$ cat src/rtl/racer_state_sched.sv
// Double-buffered racer state: game logic stages one update into a shadow
// register, which is committed to the render-facing outputs once per frame.
module racer_state_sched #(
    parameter int COMMIT_V = 749,
    parameter int VIEW_H0  = 512,
    parameter int VIEW_H1  = 1023,
    parameter int VIEW_V1  = 383
) (
    input  logic        clk_in,
    input  logic        rst_n_in,
    input  logic [10:0] hcount_in,
    input  logic [9:0]  vcount_in,
    input  logic        freeze_in,
    input  logic        upd_valid_in,
    output logic        upd_ready_out,
    input  logic [8:0]  upd_direction_in,
    input  logic [10:0] upd_player_x_in,
    input  logic [10:0] upd_player_y_in,
    input  logic [10:0] upd_opponent_x_in,
    input  logic [10:0] upd_opponent_y_in,
    output logic [8:0]  direction_out,
    output logic [10:0] player_x_out,
    output logic [10:0] player_y_out,
    output logic [10:0] opponent_x_out,
    output logic [10:0] opponent_y_out,
    output logic        commit_out,
    output logic        view_active_out,
    output logic [15:0] frame_count_out,
    output logic [7:0]  stale_count_out
);

    localparam logic [9:0]  COMMIT_LINE = 10'(COMMIT_V);
    localparam logic [10:0] H0          = 11'(VIEW_H0);
    localparam logic [10:0] H1          = 11'(VIEW_H1);
    localparam logic [9:0]  V1          = 10'(VIEW_V1);

    typedef enum logic {
        EMPTY = 1'b0,
        FULL  = 1'b1
    } state_t;

    state_t state, state_next;

    logic        commit_point;
    logic        frame_tick;
    logic        do_capture;
    logic        do_commit;
    logic        do_stale;
    logic        in_view;
    logic [8:0]  dir_norm;

    logic [8:0]  shadow_dir;
    logic [10:0] shadow_px, shadow_py, shadow_ox, shadow_oy;

    // Commit sits on a line well past the visible area so trig ROM lookups
    // driven by the new direction have settled before line 0 is drawn.
    assign commit_point = (hcount_in == 11'd0) && (vcount_in == COMMIT_LINE);
    assign frame_tick   = commit_point && !freeze_in;
    assign in_view      = (hcount_in >= H0) && (hcount_in <= H1) && (vcount_in <= V1);
    assign dir_norm     = (upd_direction_in >= 9'd360) ? (upd_direction_in - 9'd360)
                                                       : upd_direction_in;
    assign upd_ready_out = (state == EMPTY);

    always_ff @(posedge clk_in or negedge rst_n_in) begin
        if (!rst_n_in) state <= EMPTY;
        else           state <= state_next;
    end

    // A capture coinciding with a commit point still counts that point as
    // stale; the fresh update waits for the following frame.
    always_comb begin
        state_next = state;
        do_capture = 1'b0;
        do_commit  = 1'b0;
        do_stale   = 1'b0;
        case (state)
            EMPTY: begin
                do_stale = frame_tick;
                if (upd_valid_in) begin
                    do_capture = 1'b1;
                    state_next = FULL;
                end
            end
            FULL: begin
                if (frame_tick) begin
                    do_commit  = 1'b1;
                    state_next = EMPTY;
                end
            end
        endcase
    end

    always_ff @(posedge clk_in or negedge rst_n_in) begin
        if (!rst_n_in) begin
            shadow_dir <= '0;
            shadow_px  <= '0;
            shadow_py  <= '0;
            shadow_ox  <= '0;
            shadow_oy  <= '0;
        end else if (do_capture) begin
            shadow_dir <= dir_norm;
            shadow_px  <= upd_player_x_in;
            shadow_py  <= upd_player_y_in;
            shadow_ox  <= upd_opponent_x_in;
            shadow_oy  <= upd_opponent_y_in;
        end
    end

    always_ff @(posedge clk_in or negedge rst_n_in) begin
        if (!rst_n_in) begin
            direction_out  <= '0;
            player_x_out   <= '0;
            player_y_out   <= '0;
            opponent_x_out <= '0;
            opponent_y_out <= '0;
        end else if (do_commit) begin
            direction_out  <= shadow_dir;
            player_x_out   <= shadow_px;
            player_y_out   <= shadow_py;
            opponent_x_out <= shadow_ox;
            opponent_y_out <= shadow_oy;
        end
    end

    always_ff @(posedge clk_in or negedge rst_n_in) begin
        if (!rst_n_in) begin
            commit_out      <= 1'b0;
            view_active_out <= 1'b0;
            frame_count_out <= '0;
            stale_count_out <= '0;
        end else begin
            commit_out      <= do_commit;
            view_active_out <= in_view;
            if (frame_tick)
                frame_count_out <= frame_count_out + 16'd1;
            if (do_stale && (stale_count_out != 8'hFF))
                stale_count_out <= stale_count_out + 8'd1;
        end
    end

endmodule

$ cat config.mk
export PLATFORM = sky130hd
export DESIGN_NAME = racer_state_sched
export DESIGN_NICKNAME = d
export VERILOG_FILES = /design/src/rtl/racer_state_sched.sv
export SDC_FILE = /design/constraint.sdc
export NUM_CORES = 1
export LEC_CHECK = 0
export BUFFER_PORTS_ARGS = -buffer_cell sky130_fd_sc_hd__buf_2
export CAP_MARGIN = 20
export CORE_UTILIZATION = 40
export DETAILED_ROUTE_END_ITERATION = 10
export PLACE_DENSITY = 0.63
export REMOVE_ABC_BUFFERS = 1
export SYNTH_ARGS = -nofsm -noshare
export SYNTH_HDL_FRONTEND = slang
export SYNTH_SLANG_ARGS = --single-unit
$ cat constraint.sdc
create_clock -name clk_in -period 2.6 [get_ports clk_in]
set_input_delay 0.39 -clock clk_in [delete_from_list [all_inputs] [get_ports clk_in]]
set_output_delay 0.39 -clock clk_in [all_outputs]
set_load 0.005 [all_outputs]
==> summary.txt <==
Timing
  • Worst-Margin Slew: 0.769 ns
  • Slew headroom: 48.7%
  • Tmin final: 1.94 ns
  • Final hold violation count: 0
  • Pins Over Slew Limit: 0
  • RSZ-0062 raised after global routing: no
  • Setup TNS: 0 ns
  • Worst Clk Skew: 0.00586 ns
  • F_max: 515 MHz
  • Final worst slack: 0.658 ns
  • Period Utilization, post-route: 74.7%
  • Final setup viols: 0

Hold path
  • HP Class: in -> async

Setup path
  • Crit-path cells: buf_2 > nor4b_1 > nand4_1 > or3_2 > nor3_1 > mux2_2
  • CP peak stage delay: 0.52 ns
  • WP depth: 6
  • Critical path class: in -> reg
  • R2R cell count: 4
  • Crit path required time: 2.89 ns
  • Buf/Inv on CP: 1
  • Setup crit start kind: input pin
  • Worst Path Max Fanout: 5
  • CP max-delay cell: or3_2
  • CP delay by family, top: simple AND/OR/NAND/NOR gates
  • Endpoint class of the critical path: register
  • Arrival time at the worst endpoint: 2.24 ns

Power and ir drop
  • Pwr Density: 711 nW/µm²
  • Peak supply drop: 0.415 mV
  • Power Total: 0.00502 W
  • Pleak: 3.66 nW

Layout
  • Most frequent cells in the layout: buf_2 (156), dfrtp_1 (133), mux2_2 (99)
  • Syn-to-layout area delta: 30.7%
  • Ant diodes: 0
  • Fin cells: 738
  • Layout cells sized above 1: 54.3%
  • Fin nets: 630
  • Commonest non-fill, non-tap cell in the layout: buf_2
  • Post-route cell area: 7060 µm²

Global routing
  • GRT Total Usage: 16.7%
  • Antenna violations before repair: 0
  • Vias in the first global route: 3,717
  • Global-route wire length before repair: 18,100 µm
  • Largest net degree at the start of global routing: 85
  • Grt total ovfl: 0

Clocking
  • Worst-case clock buffer depth: 2
  • Hold buffers post-CTS: 0
  • Postcts setup bufs: 0
  • Register clock-pin slew on the reported worst setup and hold paths: 0.06 ns
  • CTS root buf: clkbuf_16
  • Clock sink count: 133
  • Max H-tree Level: 4
  • Later-pin clock latency in the skew report: 0.41 ns
  • Post-CTS sizing: 0
  • TritonCTS Buffers: 17
  • TritonCTS clock tree: built

Die
  • Row Count: 42
  • Die Ht: 118 µm
  • I/O pins: 158
  • CORE AREA: 13,200 µm²
  • Initial Util: 40.9%
  • Die width: 118 µm
  • Die area: 14,000 µm²

Detailed routing
  • First DRT Iteration DRCs: 200
  • Met3 routed WL: 769 µm
  • Total wire length: 10,900 µm
  • Metal2 WL: 5320 µm
  • Metal-1 WL: 4490 µm
  • Vias per cell: 4.87
  • Uppermost routed layer: met4
  • DR pass1 iterations: 7
  • # DRC: 2
  • Via count: 3,595
  • ANT nets after route: 0
  • Mean routed wirelength per cell: 14.7 µm

Placed design
  • DP Area: 6420 µm²
  • Dpl hpwl: 7350 µm
  • GPL Wtd Cong: 0.861
  • Post-Place Cells: 706
  • Pre-CTS setup slack: 0.237 ns
  • Port buffer count: 157

Logic synthesis
  • Syn Area/Cell: 14.3 µm²
  • Cell taking the most area after synthesis: dfrtp_1
  • EDFF count, synth: 0
  • Main area contributors after synthesis: dfrtp_1 (62%), mux2_2 (21%), xnor2_1 (2.6%), xor2_1 (1.1%), nand2_1 (1.1%)
  • Synthesized area: 5400 µm²
  • Synth cell types: 39
  • Yosys warnings: 0
  • Predominant post-synthesis flop cell: dfrtp_1
  • Share of the synthesized area in the top cell type: 61.6%
  • Post-synth ARST share: 100%
  • Seq/Total Area, Yosys: 61.6%
  • Synth Register Bits: 133
  • Mapped Cells: 378

Outcome
  • Outcome: finished, violations left
  • Failing checks: design-rule violations

Job
  • Max cap viols: 0
## area by class of cell
class | instances | area [µm²]
Fill cell | 1156 | 6130
Sequential cell | 133 | 3330
Multi-Input combinational cell | 221 | 1950
Timing Repair Buffer | 166 | 885
Clock buffer | 17 | 425
Tap cell | 176 | 220
Clock inverter | 15 | 211
Inverter | 10 | 37.5
## flip-flops by register name (all words and copies together) (netlist names), 11 cells and up
signal / cells
frame_count_out: 16
opponent_x_out: 11
opponent_y_out: 11
player_x_out: 11
player_y_out: 11
shadow_ox: 11
shadow_oy: 11
shadow_px: 11
shadow_py: 11
## power breakdown
part | internal [W] | switching (W)
combinational | 0.000129 | 0.000105
clock | 0.00169 | 0.000878
sequential | 0.00217 | 0.0000454
## kinds of logic after synthesis
family | share of synthesized area, %
compound gates | 1.99
mux | 21.5
buf+inv | 2.39
simple gates | 8.09
fa+ha+maj | 0.695
xor+xnor | 3.73
flops | 61.6
## through the flow
| step | utilization [%] | hold WS (ns) |
|---|---|---|
| finish | 53.5 | 0.00661 |
| global route | 53.5 | 0.0692 |
| CTS | 53.5 | 0.0450 |
| detailed placement | 48.7 | 0.469 |
| global placement | 48.7 | 0.464 |
| floorplan | - | 0.0944 |
## worst reg2reg max path: cells and delay by family, from the launching register on
family / cells / cell delay, ns
DFF: 1 / 0.52
muxes: 1 / 0.42
buffers and inverters: 2 / 0.49
and+or+nand+nor: 1 / 0.34
## routing by layer
| layer | GRT usage, % | vias to the layer above |
|---|---|---|
| met5 | 0 | - |
| met4 | 8.97 | 0 |
| met2 | 26.0 | 111 |
| li1 | - | 1679 |
| met3 | 6.47 | 22 |
| met1 | 20.1 | 1783 |
## synthesized netlist by cell type, drive strengths merged, types with 2 or more instances
| cell | instances |
|---|---|
| xnor2 | 16 |
| nand4 | 7 |
| or4 | 3 |
| nor4 | 6 |
| clkbuf | 8 |
| mux2 | 102 |
| xor2 | 7 |
| nor4b | 3 |
| nand2b | 2 |
| nand3 | 9 |
| o22ai | 2 |
| nand2 | 16 |
| buf | 6 |
| nor2b | 2 |
| ha | 3 |
| nor2 | 16 |
| nor3 | 6 |
| a211oi | 2 |
| a21oi | 6 |
| inv | 10 |
| dfrtp | 133 |
## worst paths after layout
kind	from	endpoint	slack (ns)
worst max-delay path	hcount_in[1]	stale_count_out[1]	0.66
worst min register to register	opponent_y_out[9]	opponent_y_out[9]	0.48
worst max register to register	state	direction_out[4]	0.73
max in group asynchronous	rst_n_in	shadow_oy[9]	1.81
worst min-delay path	rst_n_in	frame_count_out[13]	0.007
min in group clk_in	hcount_in[10]	view_active_out	0.16
(Power assumes the default switching activity.)
